==> src/rtl/wb_sequencer.sv <==
`default_nettype none
// ============================================================================
// Module   : wb_sequencer
// Purpose  : Register-file writeback sequencer. It forms the write value,
//            buffers pending writes in a FIFO and drains one per cycle.
//            Define WB_FWD_EN to build the decode forwarding comparators.
// Revision : 1.0  initial release
// ============================================================================
module wb_sequencer #(
    parameter int DEPTH = 2,
    parameter int WIDTH = 16
) (
    input  logic             clk,
    input  logic             rst,
    input  logic             in_valid,
    output logic             in_ready,
    input  logic [1:0]       in_sel,
    input  logic [2:0]       in_reg,
    input  logic [WIDTH-1:0] in_alu,
    input  logic [WIDTH-1:0] in_mem,
    input  logic [WIDTH-1:0] in_pc,
    input  logic [WIDTH-1:0] in_imm,
    input  logic             flush,
    input  logic             wr_stall,
    output logic             WriteEn,
    output logic [2:0]       WriteReg,
    output logic [WIDTH-1:0] WriteData,
    input  logic [2:0]       ReadReg1,
    input  logic [2:0]       ReadReg2,
    output logic             fwd_hit1,
    output logic             fwd_hit2,
    output logic [WIDTH-1:0] fwd_data1,
    output logic [WIDTH-1:0] fwd_data2
);

    localparam int AW = $clog2(DEPTH);
    localparam int CW = AW + 1;
    localparam logic [CW-1:0] C_FULL = CW'(DEPTH);

    localparam logic [1:0] C_SEL_ALU  = 2'b00;
    localparam logic [1:0] C_SEL_MEM  = 2'b01;
    localparam logic [1:0] C_SEL_LINK = 2'b10;

    typedef enum logic [1:0] {
        OCC_EMPTY   = 2'd0,
        OCC_PARTIAL = 2'd1,
        OCC_FULL    = 2'd2
    } occ_t;

    logic [2:0]       reg_mem_q  [DEPTH];
    logic [WIDTH-1:0] data_mem_q [DEPTH];

    logic [AW-1:0]    head_q, head_d;
    logic [AW-1:0]    tail_q, tail_d;
    logic [CW-1:0]    count_q, count_d;
    occ_t             occ_q, occ_d;

    logic             w_push;
    logic             w_pop;
    logic [WIDTH-1:0] w_value;

    always_comb begin
        case (in_sel)
            C_SEL_ALU:  w_value = in_alu;
            C_SEL_MEM:  w_value = in_mem;
            C_SEL_LINK: w_value = in_pc + WIDTH'(2);
            default:    w_value = in_imm;
        endcase
    end

    assign in_ready = (occ_q != OCC_FULL);
    assign WriteEn  = (occ_q != OCC_EMPTY) & ~wr_stall;
    assign w_pop    = WriteEn;
    // An accept coinciding with flush is discarded along with the buffer.
    assign w_push   = in_valid & in_ready & ~flush;

    assign WriteReg  = (occ_q != OCC_EMPTY) ? reg_mem_q[head_q]  : 3'd0;
    assign WriteData = (occ_q != OCC_EMPTY) ? data_mem_q[head_q] : '0;

    always_comb begin
        head_d  = head_q;
        tail_d  = tail_q;
        count_d = count_q;
        if (flush) begin
            head_d  = '0;
            tail_d  = '0;
            count_d = '0;
        end else begin
            if (w_push) tail_d = tail_q + AW'(1);
            if (w_pop)  head_d = head_q + AW'(1);
            case ({w_push, w_pop})
                2'b10:   count_d = count_q + CW'(1);
                2'b01:   count_d = count_q - CW'(1);
                default: count_d = count_q;
            endcase
        end
        if (count_d == '0)
            occ_d = OCC_EMPTY;
        else if (count_d == C_FULL)
            occ_d = OCC_FULL;
        else
            occ_d = OCC_PARTIAL;
    end

    always_ff @(posedge clk or negedge rst) begin
        if (!rst) begin
            head_q  <= '0;
            tail_q  <= '0;
            count_q <= '0;
            occ_q   <= OCC_EMPTY;
        end else begin
            head_q  <= head_d;
            tail_q  <= tail_d;
            count_q <= count_d;
            occ_q   <= occ_d;
        end
    end

    // Storage is not reset: entries are only ever read below count_q.
    always_ff @(posedge clk) begin
        if (w_push) begin
            reg_mem_q[tail_q]  <= in_reg;
            data_mem_q[tail_q] <= w_value;
        end
    end

`ifdef WB_FWD_EN
    logic [AW-1:0] w_idx;

    // Walk oldest to youngest so the last match (youngest) wins.
    always_comb begin
        fwd_hit1  = 1'b0;
        fwd_hit2  = 1'b0;
        fwd_data1 = '0;
        fwd_data2 = '0;
        w_idx     = '0;
        for (int i = 0; i < DEPTH; i++) begin
            w_idx = head_q + AW'(i);
            if (CW'(i) < count_q) begin
                if (reg_mem_q[w_idx] == ReadReg1) begin
                    fwd_hit1  = 1'b1;
                    fwd_data1 = data_mem_q[w_idx];
                end
                if (reg_mem_q[w_idx] == ReadReg2) begin
                    fwd_hit2  = 1'b1;
                    fwd_data2 = data_mem_q[w_idx];
                end
            end
        end
    end
`else
    logic w_fwd_unused;
    assign w_fwd_unused = ^{ReadReg1, ReadReg2};
    assign fwd_hit1  = 1'b0;
    assign fwd_hit2  = 1'b0;
    assign fwd_data1 = '0;
    assign fwd_data2 = '0;
`endif

endmodule
`default_nettype wire

==> config.mk <==
export PLATFORM = sky130hd
export DESIGN_NAME = wb_sequencer
export DESIGN_NICKNAME = d
export VERILOG_FILES = /design/src/rtl/wb_sequencer.sv
export SDC_FILE = /design/constraint.sdc
export NUM_CORES = 1
export LEC_CHECK = 0
export BUFFER_PORTS_ARGS = -buffer_cell sky130_fd_sc_hd__buf_4
export CORE_ASPECT_RATIO = 1.5
export CORE_MARGIN = 3
export CORE_UTILIZATION = 45
export CTS_CLUSTER_DIAMETER = 100
export DETAILED_ROUTE_END_ITERATION = 16
export PLACE_DENSITY = 0.89
export SLEW_MARGIN = 20
export SYNTH_ARGS = -nofsm -noshare
export SYNTH_HDL_FRONTEND = slang
export SYNTH_SLANG_ARGS = --single-unit
==> constraint.sdc <==
create_clock -name clk -period 2.3 [get_ports clk]
set_input_delay 0.345 -clock clk [delete_from_list [all_inputs] [get_ports clk]]
set_output_delay 0.345 -clock clk [all_outputs]
set_load 0.005 [all_outputs]
==> out/results.txt <==
Run status - finished clean
Residual DRC count - 0
Worst reg2reg setup slack - 0.51 ns
CTS tree - built
Final TNS setup - 0 ns
Die width - 67.7 microns
Die Height - 98.5 microns
Via density per instance - 4.78
Final hold viol count - 0
#FFs+latches synth - 43
Hold Path Class - in2reg
Pwr Density - 710 nW/um^2
FF-to-FF path depth - 7
Die Area - 6670 sq um
Most frequent cells in the layout - buf_4 (98), edfxtp_1 (38), conb_1 (34), nor2_1 (29), mux2i_1 (19)
Tot GR Track Use - 16.1%
H-tree lvl count - 2
TritonCTS sink count - 43
Final #Nets - 377
Synth warn - 0
Cells after Synth - 198
P_leak - 1.39 nW
DRT iter0 DRCs - 44
Final core occ - 60.6%
Post-synth top area cell - edfxtp_1
Clock latency on the worst-skew pair - 0.29 ns
Core Area - 5490 sq um
RSZ-0062 raised after global routing - no
HPWL after DPL - 4280 microns
Std cell rows - 33
Setup Crit Path Kind - reg2reg
First-pass GRT wire length - 7950 microns
WL final - 5210 microns
Root buf cell - clkbuf_8
Netlist Area Pre-Place - 2570 sq um
Slew Limit Fails - 0
Seq/Total Area, Yosys - 49.3%
Top cell type's share of synthesized area - 44.4%
Final Wtd Congestion - 0.781
Worst Setup EP - occ_q[1]
CTS Buf Count - 5
Fraction of layout cells with a size suffix above 1 - 43.2%
Crit path max fanout - 4
DR vias - 1749
Vias in the first global route - 1725
Antenna violations before repair - 0
Max Fclk - 559 MHz
Most common cell after layout, fill and taps aside - buf_4
R2R Path Start - occ_q[0]
Critical Path Start Type - flop
Final setup vio count - 0
Clock transition at path regs - 0.07 ns
Reg2reg end - occ_q[1]
Clock Skew - 0.00283 ns
Inserted Diodes - 0
Worst EP required - 2.51 ns
CP startpoint - occ_q[0]
Distinct cells, synth - 23
CP arrival - 2.00 ns
Clock Path Buffers - 2
Syn_area_per_cell - 13.0 sq um
Maximum vdd drop - 0.000295 V
DR pass1 iterations - 4
Crit. End Element - flop
Ports - 135
Largest net degree at the start of global routing - 21
Initial Utilization - 46.8%
Max-cap violations - 0
Final worst path period need - 1.79 ns
Area grow syn2layout - 29.5%
WL/cell - 14.2 microns
Post-route ant nets - 0
Period utilization - 77.7%
Gr ovfl total - 0
PortBufs - 94
Area contributors post-synth - edfxtp_1 (44%), mux4_2 (14%), buf_4 (9.9%)
[final cells by class]
type	instances	area [sq um]
fill	441	2170
sequential	43	1270
multi-input combinational	142	1130
timing repair buffer	99	746
tap	70	87.6
clock buffer	6	72.6
inverter	4	15.0
clock inverter	2	12.5
[cells by family after synthesis]
| family | Yosys count | share of synthesized area, % |
|---|---|---|
| buffers and inverters | 46 | 11.9 |
| XOR/XNOR | 18 | 6.14 |
| multiplexers | 35 | 21.4 |
| AND/OR/NAND/NOR | 53 | 10.1 |
| adder cells (fa/ha/maj) | 2 | 0.974 |
| other | 1 | 0.146 |
| flip-flops | 43 | 49.3 |
[metrics by stage]
step	hold WS (ns)	instance area, sq um	power, mW	instances	setup slack (ns)
2_1_floorplan	0.0494	2690	1.54	231	0.175
3_5_place_dp	0.150	3230	1.94	357	0.253
3_3_place_gp	0.148	3230	1.92	357	0.278
5_1_grt	0.230	3330	2.51	366	0.379
4_1_cts	0.235	3330	2.39	366	0.507
6_report	0.239	3330	2.36	366	0.513
[cell usage after synthesis, drive strengths merged]
cell type	number
nand2	5
nor4	3
ha	2
dfrtp	5
buf	38
conb	1
xor2	10
nor3	5
nor2	31
nand2b	1
mux4	16
or2	1
inv	4
clkbuf	4
edfxtp	38
nand3	5
xnor2	8
nand4	2
mux2i	19
[worst max-delay path, cell delays in order, from the launching register on]
cell and delay [ns]:
dfrtp_1 0.41, nand2b_1 0.16, nand2_1 0.10, or2_2 0.33, ha_1 0.32, xor2_1 0.16, nor2_1 0.07, nor3_1 0.16
[how the worst min path moves through the flow]
| stage | from | to | cells past startpoint |
|---|---|---|---|
| detailed placement | rst | occ_q[0] | 1 |
| global placement | rst | head_q | 1 |
| global route | in_reg[1] | reg_mem_q[1][1] | 1 |
| CTS | in_reg[0] | reg_mem_q[1][0] | 1 |
| floorplan | rst | count_q[1] | 0 |
| finish | in_reg[2] | reg_mem_q[1][2] | 1 |
[layer usage]
layer	GRT usage (%)	vias up	share of wire, %
li1	-	837	-
met4	8.13	0	2.9
met3	3.31	11	7.4
met1	15.9	820	32
met5	0	-	0
met2	29.9	81	57
[registers in the layout, indices dropped and copies added (netlist names)]
register    flops
count_q         1
data_mem_q     32
head_q          1
occ_q           2
reg_mem_q       6
tail_q          1
[what timing repair did]
action                                  CTS  global route
hold buffers                              1             0
resized for setup                         0             0
endpoints found under the hold margin     5             0
endpoints found under the setup margin    0             0
buffers inserted                          0             0
[report_power, final]
group	leakage, nW	switching (mW)	internal, mW
clock network	0.0412	0.236	0.212
logic	0.929	0.436	0.492
registers	0.416	0.0327	0.953
Power figures use the tool's default switching activity.
